`config.mk`:
```
export PLATFORM = sky130hd
export DESIGN_NAME = avg8_pwm
export DESIGN_NICKNAME = d
export VERILOG_FILES = /design/src/rtl/avg8_pwm_pkg.sv /design/src/rtl/pwm8_gen.sv /design/src/rtl/avg8_pwm.sv
export SDC_FILE = /design/constraint.sdc
export NUM_CORES = 1
export LEC_CHECK = 0
export CORE_MARGIN = 2
export CORE_UTILIZATION = 40
export DETAILED_ROUTE_END_ITERATION = 16
export HOLD_SLACK_MARGIN = 0.08
export MAX_ROUTING_LAYER = met4
export SETUP_SLACK_MARGIN = 0.05
export SYNTH_ARGS = -nofsm -noshare
export SYNTH_HDL_FRONTEND = slang
export SYNTH_HIERARCHICAL = 1
export SYNTH_SLANG_ARGS = --single-unit
```
`constraint.sdc`:
```
create_clock -name CLK -period 2.95 [get_ports CLK]
set_input_delay 0.295 -clock CLK [delete_from_list [all_inputs] [get_ports CLK]]
set_output_delay 0.295 -clock CLK [all_outputs]
set_load 0.02 [all_outputs]
```
`src/rtl/avg8_pwm_pkg.sv`:
```
// avg8_pwm_pkg: shared widths and types for the tachometer averager and the PWM generator.
package avg8_pwm_pkg;

    localparam int unsigned SAMPLE_W   = 8;
    localparam int unsigned SUM_W      = 11;
    localparam int unsigned PWM_PERIOD = 256;
    localparam int unsigned HIST_DEPTH = 8;

    typedef logic [SAMPLE_W-1:0] sample_t;
    typedef logic [SUM_W-1:0]    sum_t;

endpackage

```
`src/rtl/pwm8_gen.sv`:
```
// pwm8_gen: free-running 8-bit PWM with a registered output.
//   clk_i  : clock, rising edge
//   rst_ni : asynchronous active-low reset
//   duty_i : requested high time in clocks per 256-clock period
//   pwm_o  : PWM waveform, high for duty_eff clocks from the period start
// Build option AVG8_PWM_DUTY_SYNC_EN: when defined, duty_i is sampled only when
// the counter is at 255, so a duty change lands on the next period boundary.
module pwm8_gen
    import avg8_pwm_pkg::*;
(
    input  logic    clk_i,
    input  logic    rst_ni,
    input  sample_t duty_i,
    output logic    pwm_o
);

    sample_t cnt_q, cnt_d;
    logic    pwm_q, pwm_d;
    sample_t duty_eff;

`ifdef AVG8_PWM_DUTY_SYNC_EN
    localparam sample_t CNT_MAX = SAMPLE_W'(PWM_PERIOD - 1);

    sample_t duty_eff_q, duty_eff_d;

    // Duty reload only at the last count so every period is whole.
    always_comb begin
        duty_eff_d = duty_eff_q;
        if (cnt_q == CNT_MAX) begin
            duty_eff_d = duty_i;
        end
    end

    always_ff @(posedge clk_i or negedge rst_ni) begin
        if (!rst_ni) begin
            duty_eff_q <= '0;
        end else begin
            duty_eff_q <= duty_eff_d;
        end
    end

    assign duty_eff = duty_eff_q;
`else
    assign duty_eff = duty_i;
`endif

    // Counter wraps naturally at 255 -> 0; the compare is registered.
    always_comb begin
        cnt_d = cnt_q + SAMPLE_W'(1);
        pwm_d = (cnt_q < duty_eff);
    end

    always_ff @(posedge clk_i or negedge rst_ni) begin
        if (!rst_ni) begin
            cnt_q <= '0;
            pwm_q <= 1'b0;
        end else begin
            cnt_q <= cnt_d;
            pwm_q <= pwm_d;
        end
    end

    assign pwm_o = pwm_q;

endmodule

```
`src/rtl/avg8_pwm.sv`:
```
// avg8_pwm: 8-sample moving average of a strobed tachometer count plus an
// independent 8-bit PWM generator on the same clock.
//   CLK         : clock, rising edge
//   RST_N       : asynchronous active-low reset
//   SAMPLE_STB  : one-cycle strobe capturing SAMPLE_IN
//   SAMPLE_IN   : new sample (pulse count)
//   AVERAGE_OUT : floor of the mean of the last 8 captured samples
//   DUTY_CYCLE  : PWM high time in clocks per 256-clock period
//   PWM_OUT     : registered PWM waveform
// Build option AVG8_PWM_DUTY_SYNC_EN selects period-boundary duty updates (see pwm8_gen).
module avg8_pwm
    import avg8_pwm_pkg::*;
#(
    parameter int unsigned W      = 8,
    parameter int unsigned N_LOG2 = 3
) (
    input  logic         CLK,
    input  logic         RST_N,
    input  logic         SAMPLE_STB,
    input  logic [W-1:0] SAMPLE_IN,
    output logic [W-1:0] AVERAGE_OUT,
    input  logic [W-1:0] DUTY_CYCLE,
    output logic         PWM_OUT
);

    sample_t hist_q [HIST_DEPTH];
    sample_t hist_d [HIST_DEPTH];
    sum_t    sum_q, sum_d;

    // Running sum: add the new sample, drop the one falling off the end.
    // The result is never negative and never exceeds 8*255, so 11 bits suffice.
    always_comb begin
        sum_d = sum_q;
        for (int unsigned i = 0; i < HIST_DEPTH; i++) begin
            hist_d[i] = hist_q[i];
        end
        if (SAMPLE_STB) begin
            sum_d     = sum_q + SUM_W'(SAMPLE_IN) - SUM_W'(hist_q[HIST_DEPTH-1]);
            hist_d[0] = sample_t'(SAMPLE_IN);
            for (int unsigned i = 1; i < HIST_DEPTH; i++) begin
                hist_d[i] = hist_q[i-1];
            end
        end
    end

    always_ff @(posedge CLK or negedge RST_N) begin
        if (!RST_N) begin
            sum_q <= '0;
            for (int unsigned i = 0; i < HIST_DEPTH; i++) begin
                hist_q[i] <= '0;
            end
        end else begin
            sum_q <= sum_d;
            for (int unsigned i = 0; i < HIST_DEPTH; i++) begin
                hist_q[i] <= hist_d[i];
            end
        end
    end

    // Divide by 8 is a plain bit slice of the registered sum (floor).
    assign AVERAGE_OUT = sum_q[N_LOG2 +: W];

    pwm8_gen u_pwm (
        .clk_i  (CLK),
        .rst_ni (RST_N),
        .duty_i (sample_t'(DUTY_CYCLE)),
        .pwm_o  (PWM_OUT)
    );

endmodule

```
After elaboration in Yosys (flattened, before gate mapping). Index checks and enable logic that the tools add are counted.

Add/subtract/negate cells: 3. Magnitude comparators: 1.

Operators by type and width (number): adder 11 x 8 -> 11 bit (1); subtractor 11 x 8 -> 11 bit (1); adder 8 x 1 -> 8 bit (second input constant) (1); less-than comparator 8 bit (1).

Register bits: 84. Input port bits: 19. Output and inout bits: 9. Word-level logic and storage cells: 15.

Logic depth before layout (Yosys ltp).
Word-level depth: 2. Gate-level depth with buffers: 10. Depth with buffers taken out: 10.

By module. Netlist, hierarchy kept.

By module, submodules not included: avg8_pwm (instances 1, cells each 276, area each 3580.9 um^2, sequential area each 1876.8 um^2); pwm8_gen (instances 1, cells each 52, area each 519.2 um^2, sequential area each 225.2 um^2).

Worst setup path before layout. No wires, ideal clock.

Path kind: register -> register. From: reg hist_q[1] (netlist bit). To: reg sum_q[10]. Setup time: 128 ps. Data arrival time: 2353 ps. Slack: 468 ps. Cell stages (with the launch flop): 9. Path buffers: 0. Clock period less this slack: 2482 ps. Path through: dfrtp_1 -> fa_1 -> inv_1 -> fa_1 -> a21o_1 -> a2111oi_4 -> a211oi_1 -> mux2i_1 -> xor2_1.

Longest elaborated chain between the ends: 1.

RTL lines: from (decl) (line avg8_pwm.sv:26) `sample_t hist_q [HIST_DEPTH];`; from (signal, indexed assignment) (line avg8_pwm.sv:55) `hist_q[i] <= hist_d[i];`; subtractor 11 x 8 -> 11 bit (line avg8_pwm.sv:38) `sum_d = sum_q + SUM_W'(SAMPLE_IN) - SUM_W'(hist_q[HIST_DEPTH-1]);`; to (signal assigned) (line avg8_pwm.sv:53) `sum_q <= sum_d;`; to (decl) (line avg8_pwm.sv:28) `sum_t sum_q, sum_d;`.

No other way between the ends. A chain may end at the register's enable or synchronous reset.

Worst setup path after layout.
From: in SAMPLE_IN[1]. To: reg sum_q[10].

Longest elaborated chain between the ends: 2.

RTL lines: from (decl) (line avg8_pwm.sv:20) `input logic [W-1:0] SAMPLE_IN,`; adder 11 x 8 -> 11 bit (line avg8_pwm.sv:38); subtractor 11 x 8 -> 11 bit (line avg8_pwm.sv:38).

No other way between the ends.

==> impl_metrics.yaml <==
status:
  outcome: "finished, final reports clean"
synthesis:
  synth_edf_count: 0
  postSynth.asyncResetShare_pct: 100
  synth_top_flop_cell: "sky130_fd_sc_hd__dfrtp_1"
  synthTopCellsByArea: "sky130_fd_sc_hd__dfrtp_1 (51%), sky130_fd_sc_hd__mux2_2 (18%), sky130_fd_sc_hd__ha_1 (5.8%)"
  yosys_register_bits: 84
  post_synth_inst_count: 328
  ys.warnings.count: 6
  syn-num-nets: 374
  synth_largest_area_cell: "sky130_fd_sc_hd__dfrtp_1"
  ys_types: 41
  mappedNetlistArea_um2: 4100
  yosys.area.top_type_share_pct: 51.3
  synth_commonest_cells: "sky130_fd_sc_hd__dfrtp_1 (84), sky130_fd_sc_hd__mux2_2 (64), sky130_fd_sc_hd__inv_1 (42), sky130_fd_sc_hd__ha_1 (19), sky130_fd_sc_hd__nand2_1 (14)"
  synth.avg_cell_area_um2: 12.5
  synth_seq_area_share_pct: 51.3
  synth_most_common_cell: "sky130_fd_sc_hd__dfrtp_1"
floorplan:
  initial_core_util_pct: 41.6
  io_pins: 28
  core-area_um2: 9860
  row_count: 36
  die_x_um: 105
  fp.dieArea_um2: 11100
  die_height_um: 105
global_route:
  groute.layer.met2.usage_pct: 20.8
  grt_pass1_vias: 2547
  grt_max_degree: 85
  grt_most_used_layer: "met2"
  grtUsageTotal_pct: 13.1
  antenna_found_initial: 0
  use_met1_pct: 15.7
  grt_pass1_wl_um: 11200
  remaining_overflow_grt: 0
  grt.met3_usage_pct: 3.34
pwr:
  p_switching_mw: 1.76
  logic_gate_share_of_total_power_pct: 49.0
  total_power_per_unit_cell_area_nw_per_um2: 1070
  sequentialPowerShare_pct: 32.3
  worst_ir_drop_vdd_mv: 0.453
  netSwitchingFraction_pct: 34.8
  power.internal_mw: 3.29
  p_total_mw: 5.05
  power.share.clock_pct: 18.7
  static-leakage-power_nw: 2.22
sta:
  timing.final.setup_violations: 0
  fin_crit_ns: 2.73
  layout_worst_path_cycle_share_pct: 92.7
  rsz0062_at_grt: "no"
  worst_slew_margin_rel_pct: 30.9
  tightest_slew_ns: 1.04
  final_max_slew_violation_count: 0
  finalClockSkew_ns: 0.00577
  maximum_achievable_frequency_mhz: 366
  number_of_failing_hold_endpoints_at_the_final_stage: 0
worst_setup_path:
  path_class: "primary input to flop"
  critPathBufInv: 3
  cpMaxStageDelayCell: "sky130_fd_sc_hd__fa_1"
  delay_contributed_by_the_slowest_stage_of_the_critical_path_ns: 0.53
  end_kind: "flop"
  worstPathArrival_ns: 3.02
  cp_top_family: "adder cells"
  timing.critical_path.fanout_max: 3
  crit_path_cell_trace: "clkdlybuf4s50_1, inv_1, fa_1, inv_1, fa_1, a21o_1, a2111oi_4, a211oi_1, mux2i_1, xor2_1"
  cp.required_ns: 3.23
  critical_path.startpoint_type: "primary input"
clock_network:
  post_cts_resize_count: 0
  clock_sinks: 84
  clock_tree_buf_depth: 2
  hold_buffers: 0
  numCtsBuffers: 9
  cts.htree.levels: 3
  cts.clk_slew.worst_paths_ns: 0.08
  insertion_delay_ns: 0.35
  post_cts.repair.setup_buffers: 0
  clockRootBuffer: "sky130_fd_sc_hd__clkbuf_8"
  tritoncts_clock_tree: "yes"
placed_design:
  buffer_ports.inserted: 27
  dp_hpwl_um: 4160
  place.detailed.instances: 481
  globalplace.congestion: 0.755
routing:
  avgRoutedWirePerCell_um: 12.5
  drc_errors: 0
  drt-vias-per-instance: 4.85
  drt.antenna.violating_nets: 0
  drt_pre_antenna_iters: 4
  wl_um: 6210
  vias: 2411
  first_iter_violations: 97
final_layout:
  final_net_count: 405
  drive_above_1_share_pct: 27.2
  layout_area_overhead_pct: 15.6
  final_cell_count_no_fill: 497
  fillers: 890
  insertedDiodeCount: 0
worst_hold_path:
  worstHoldPathType: "primary input to asynchronous set/reset pin"
flow_run:
  timing.max_cap.violations: 0
## flip-flops by register name, summed over array words and instances (netlist names)
register / cells
hist_q: 64
sum_q: 11
u_pwm/pwm_o: 1
u_pwm/cnt_q: 8
## cells by family (layout without fill, tap and decap cells)
group / Yosys count / after routing / share of synthesized area, %
buf+inv: 60 / 96 / 6.50
mux: 67 / 67 / 18.3
xor+xnor: 12 / 12 / 2.56
compound gates: 36 / 36 / 6.35
flops: 84 / 84 / 51.3
fa+ha+maj: 27 / 27 / 9.70
simple gates: 42 / 42 / 5.31
## through the flow
stage	setup slack (ns)	hold WS, ns	cell area [um2]	utilization, %	setup TNS [ns]
2_1_floorplan	0.468	-0.000591	4100	-	0
3_3_place_gp	-0.160	0.469	4510	45.7	-0.443
3_5_place_dp	-0.157	0.466	4510	45.7	-0.492
4_1_cts	0.199	0.158	4740	48.0	0
5_1_grt	0.0554	0.204	4740	48.0	0
6_report	0.216	0.105	4740	48.0	0
## worst paths after layout
path / from / to / slack (ns) / depth (start not counted)
min in group CLK: u_pwm/cnt_q[7] / u_pwm/cnt_q[7] / 0.47 / 1
min reg2reg: u_pwm/cnt_q[7] / u_pwm/cnt_q[7] / 0.47 / 1
max: SAMPLE_IN[1] / sum_q[10] / 0.22 / 10
min: RST_N / hist_q[39] / 0.11 / 1
max in group asynchronous: RST_N / hist_q[52] / 2.17 / 1
max reg2reg: hist_q[1] / sum_q[10] / 0.35 / 8
## layout by cell type, fill, tap and decap left out, types with 2 or more instances in the layout
master                            netlist  final
sky130_fd_sc_hd__xnor2_1                6      6
sky130_fd_sc_hd__nand3_1                6      6
sky130_fd_sc_hd__nand2_1               14     14
sky130_fd_sc_hd__fa_1                   8      8
sky130_fd_sc_hd__inv_1                 42     42
sky130_fd_sc_hd__a21o_1                 7      7
sky130_fd_sc_hd__buf_4                  8     13
sky130_fd_sc_hd__bufinv_16              0      2
sky130_fd_sc_hd__dfrtp_1               84     84
sky130_fd_sc_hd__ha_1                  19     19
sky130_fd_sc_hd__a211oi_1               4      4
sky130_fd_sc_hd__nor2b_1                3      3
sky130_fd_sc_hd__clkdlybuf4s50_1        0     25
sky130_fd_sc_hd__a2111oi_0              2      2
sky130_fd_sc_hd__nor2_1                 8      8
sky130_fd_sc_hd__xor2_1                 6      6
sky130_fd_sc_hd__mux2i_1                3      3
sky130_fd_sc_hd__clkbuf_8               1     11
sky130_fd_sc_hd__a21oi_1                7      7
sky130_fd_sc_hd__mux2_2                64     64
sky130_fd_sc_hd__o21ai_0                8      8
## cell type report
cell class	count	area (um2)	share of cell area (%)
Clock buffer	11	151	3.19
Clock inverter	5	82.6	1.74
Inverter	42	158	3.33
Multi-Input combinational cell	184	1730	36.5
Sequential cell	84	2100	44.4
Tap cell	133	166	3.51
Timing Repair Buffer	38	348	7.34
## power by group through the flow
stage	clock, mW	combinational, mW	sequential (mW)
after floorplan	0	1.83	1.61
after global placement	0	2.43	1.65
after detailed placement	0	2.48	1.66
after CTS	0.977	2.51	1.64
after global routing	1.03	2.78	1.68
final	0.944	2.48	1.63
## worst reg2reg max path, delay by kind of cell, from the launching register on
kind / cells / cell delay, ns
buffers and inverters: 1 / 0.07
multiplexers: 1 / 0.20
flip-flops: 1 / 0.40
XOR/XNOR: 1 / 0.15
AO/OA/AOI/OAI: 3 / 0.76
adder cells (fa/ha/maj): 2 / 0.96
## layer usage
metal,routed length (um),share of wire (%),up-vias
li1,-,-,1164
met3,202,3.3,11
met4,113,1.8,0
met2,2950,47,28
met5,0,0,-
met1,2950,47,1208
Power figures use the tool's default switching activity.
==> RTL edit 1: new RTL, same settings <==
The option `AVG8_PWM_DUTY_SYNC_EN` is turned on by a define.
--- a/src/rtl/pwm8_gen.sv
+++ b/src/rtl/pwm8_gen.sv
@@ -5,6 +5,8 @@
 //   pwm_o  : PWM waveform, high for duty_eff clocks from the period start
 // Build option AVG8_PWM_DUTY_SYNC_EN: when defined, duty_i is sampled only when
 // the counter is at 255, so a duty change lands on the next period boundary.
+`define AVG8_PWM_DUTY_SYNC_EN
+
 module pwm8_gen
     import avg8_pwm_pkg::*;
 (
Check against the original RTL: not equivalent (Yosys sat finds a counterexample within 4 cycles, from zero or initial values and one cycle with RST_N low).
==> RTL edit 1 against the unedited design <==
  * Wire length is 6.3% higher
  * Sequential cell count increased by 8
  * Clock power is 7.7% lower
  * Cell area up 7.8%
  * Count of clock-buffer cells in the layout is 2 higher
  * Setup slack improved by 45 ps
  * Final cell count grew 5.8%
  * Hold slack better by 360 ps
  * Area after synthesis increased by 8.6%
  * Die area grew 8.3%
  * Register-to-register slack about the same
  * Total power is 1.2% higher
  * Sequential power rose by 7%
  * Largest cell class unchanged
  * Largest power group unchanged
==> RTL edit 1: results (changes against the unedited design) <==
INFO  sta            finalClockSkew=10.2ps [+4.47 ps]
INFO  cells_and_area fillerInstances=1006 [+13%]
INFO  pwr            pwr_density_cell=1000nW/um^2 [-6.2%]
INFO  placement      place.gp.congestion=0.743 [-1.7%]
INFO  global_routing use_met3=3.02% [-0.32 points]
INFO  global_routing use_met1=17.3% [+1.6 points]
INFO  pwr            ir_drop=0.475mV [+4.9%]
INFO  status         outcome=finished clean
INFO  drt            routed_wire_length_per_instance=12.6um [+0.43%]
INFO  floorplan      die-area=12000um^2 [+8.3%]
INFO  cells_and_area final_layout_size_suffix_gt1_share=28.5% [+1.3 points]
INFO  global_routing grt_util_met2=19.0% [-1.8 points]
INFO  drt            dr_wl_met2=3120um [+5.9%]
INFO  clocking       cts_num_sinks=92 [+9.5%]
INFO  sta            fin_crit=2690ps [-44.6 ps]
INFO  cells_and_area final-clk-cell-share=3.97% [-0.97 points]
INFO  placement      dp_hpwl=4640um [+11%]
INFO  drt            routed_via_density=4.77 [-1.6%]
INFO  cells_and_area bufAreaShareNonClock=7.59% [+0.25 points]
INFO  drt            wl_met3=155um [-23%]
INFO  cells_and_area area_delta_synth_final=14.7%
INFO  cells_and_area finalNetCount=427 [+5.4%]
INFO  pwr            netSwitchingPower=1.77mW [+0.62%]
INFO  sta            timing.slew.headroom=43.9% [+13 points]
INFO  yosys          library_cells_used_by_synthesis=42 [+2.4%]
INFO  cells_and_area clock_buffers=13 [+2]
INFO  placement      dpl.cell_count=509 [+5.8%]
INFO  cells_and_area sequential_cell_area=2300um^2 [+9.5%]
INFO  pwr            total_leakage_power=2.37nW [+6.7%]
INFO  placement      placement.cell_area=4900um^2 [+8.7%]
INFO  yosys          synthTopCellsByArea=dfrtp_1 52%, mux2_2 16%, ha_1 5.3%, fa_1 3.6%, inv_1 3.5%
INFO  drt            drt-initial-drc-count=78 [-20%]
INFO  pwr            p_comb_share=48.7% [-0.3 points]
[RTL edit 1: kinds of logic after synthesis]
family | after synthesis | synth area share, %
buffers and inverters | 60 | 5.98
AO/OA/AOI/OAI | 36 | 5.84
XOR/XNOR | 12 | 2.36
flip-flops | 92 | 51.7
AND/OR/NAND/NOR | 43 | 5.65
adder cells (fa/ha/maj) | 27 | 8.93
multiplexers | 75 | 19.6
[RTL edit 1: final timing paths]
kind / start / endpoint / depth (start not counted)
min in group CLK: sum_q[10] / sum_q[10] / 1
worst min-delay path: RST_N / hist_q[35] / 2
max in group asynchronous: RST_N / sum_q[5] / 3
worst max register to register: hist_q[1] / sum_q[10] / 8
worst max-delay path: SAMPLE_IN[1] / sum_q[10] / 10
worst min register to register: sum_q[10] / sum_q[10] / 1
[RTL edit 1: repair_timing]
action,in CTS,in global routing
resized for setup,0,0
endpoints found under the hold margin,43,0
hold buffers,1,0
==> RTL edit 2: new RTL, config.mk and constraints unchanged <==
Without the edit above. Register the output `PWM_OUT`, cleared by the reset; this adds one clock of latency there. The other outputs are not delayed to match. Comments in the files are not updated.
--- a/src/rtl/avg8_pwm.sv
+++ b/src/rtl/avg8_pwm.sv
@@ -22,6 +22,8 @@
     input  logic [W-1:0] DUTY_CYCLE,
     output logic         PWM_OUT
 );
+
+    logic PWM_OUT_d;
 
     sample_t hist_q [HIST_DEPTH];
     sample_t hist_d [HIST_DEPTH];
@@ -64,8 +66,16 @@
         .clk_i  (CLK),
         .rst_ni (RST_N),
         .duty_i (sample_t'(DUTY_CYCLE)),
-        .pwm_o  (PWM_OUT)
+        .pwm_o  (PWM_OUT_d)
     );
+
+    always_ff @(posedge CLK or negedge RST_N) begin
+        if (!RST_N) begin
+            PWM_OUT <= '0;
+        end else begin
+            PWM_OUT <= PWM_OUT_d;
+        end
+    end
 
 endmodule
 
Behaviour: not the same (a bounded check fails within 4 cycles, from zero or initial values and one cycle with RST_N low).
==> RTL edit 2 against the unedited design <==
  * Sequential cell count rose by 1
  * Total power is 2.6% lower
  * Die area increased by 0.59%
  * Setup slack better by 30 ps
  * Largest cell class unchanged
  * Cell area up 0.32%
  * Critical path type unchanged
  * Wire length is 2.1% lower
  * Area after synthesis up 0.61%
==> RTL edit 2: results (changes against the unedited design) <==
INFO  setup_path     crit_path_top_delay_cell=fa_1
INFO  cells_and_area finalNetCount=411 [+1.5%]
INFO  placement      preCtsSetupSlack=-141ps [+15.6 ps]
INFO  yosys          synthesis.nets=375 [+0.27%]
INFO  sta            fin_worst_hold_slack=359ps [+254 ps]
INFO  global_routing use_met3=2.66% [-0.68 points]
INFO  sta            finalClockSkew=6.08ps [+0.311 ps]
INFO  sta            timing.slew.headroom=44.7% [+14 points]
INFO  cells_and_area multi_input_area_share=36.4% [-0.12 points]
INFO  cells_and_area final-clk-cell-share=3.79% [-1.1 points]
INFO  yosys          synth_seq_area_share=51.6% [+0.30 points]
INFO  cells_and_area clock_buffers=12 [+1]
INFO  pwr            total_leakage_power=2.23nW [+0.26%]
INFO  global_routing global_route.usage.total=12.8% [-0.28 points]
INFO  drt            detailroute.via_count=2346 [-2.7%]
INFO  clocking       cts_inserted_buffers=9 [unchanged]
INFO  yosys          synthTopCellsByArea=dfrtp_1 52%, mux2_2 17%, ha_1 5.8%, fa_1 3.9%, inv_1 3.8%
INFO  sta            fin_crit=2700ps [-30.3 ps]
INFO  placement      place.gp.congestion=0.772 [+2.1%]
INFO  drt            drt-initial-drc-count=78 [-20%]
INFO  cells_and_area sequential_cell_area=2130um^2 [+1.2%]
INFO  global_routing grt_max_degree=74 [-13%]
INFO  drt            routed_wire_length_per_instance=12.1um [-3.5%]
INFO  min_path       timing.hold.worst.class=flip-flop to flip-flop
INFO  cells_and_area bufAreaShareNonClock=8.16% [+0.82 points]
INFO  status         outcome=finished clean
INFO  cells_and_area non_clock_buffer_count=43 [+13%]
INFO  yosys          synth_common_cells=85 x dfrtp_1, 64 x mux2_2, 42 x inv_1
INFO  global_routing grt_first_pass_wirelength=10900um [-2.7%]
INFO  cells_and_area final_layout_size_suffix_gt1_share=26.9% [-0.30 points]
[RTL edit 2: through the flow]
step / std cells / cell area (um^2)
after floorplan: 329 / 4130
after detailed placement: 489 / 4560
after CTS: 504 / 4750
final: 504 / 4750
after global placement: 489 / 4560
after global routing: 504 / 4750
[RTL edit 2: timing repair]
action,CTS,global route
hold endpoints to repair,65,0
hold buffers,1,0
gates resized for setup,0,0
[RTL edit 2: worst max path at each step]
stage | depth (start not counted) | to | from
6_report | 10 | sum_q[10] | SAMPLE_IN[1]
5_1_grt | 10 | sum_q[7] | SAMPLE_IN[1]
4_1_cts | 10 | sum_q[10] | SAMPLE_IN[1]
3_5_place_dp | 10 | sum_q[10] | SAMPLE_IN[1]
3_3_place_gp | 10 | sum_q[10] | SAMPLE_IN[1]
2_1_floorplan | 8 | sum_q[10] | hist_q[1]
[RTL edit 2: power breakdown]
part	total, mW	switching (mW)	internal [mW]
combinational	2.48	1.16	1.32
clock	0.793	0.388	0.405
sequential	1.65	0.156	1.49
total	4.92	1.70	3.22
[RTL edit 2: per-layer routing]
| metal | wire length, um | vias to the layer above |
|---|---|---|
| met4 | 180 | 0 |
| met3 | 144 | 12 |
| met5 | 0 | - |
| met1 | 2960 | 1142 |
| li1 | - | 1170 |
| met2 | 2800 | 22 |
[RTL edit 2: cells by family (layout without fill, tap and decap cells)]
group / after synthesis / after routing / share of synthesized area [%]
flip-flops: 85 / 85 / 51.6
multiplexers: 67 / 67 / 18.2
buffers and inverters: 60 / 99 / 6.46
AND/OR/NAND/NOR: 42 / 42 / 5.28
AO/OA/AOI/OAI: 36 / 36 / 6.31
adder cells (fa/ha/maj): 27 / 27 / 9.65
XOR/XNOR: 12 / 12 / 2.55
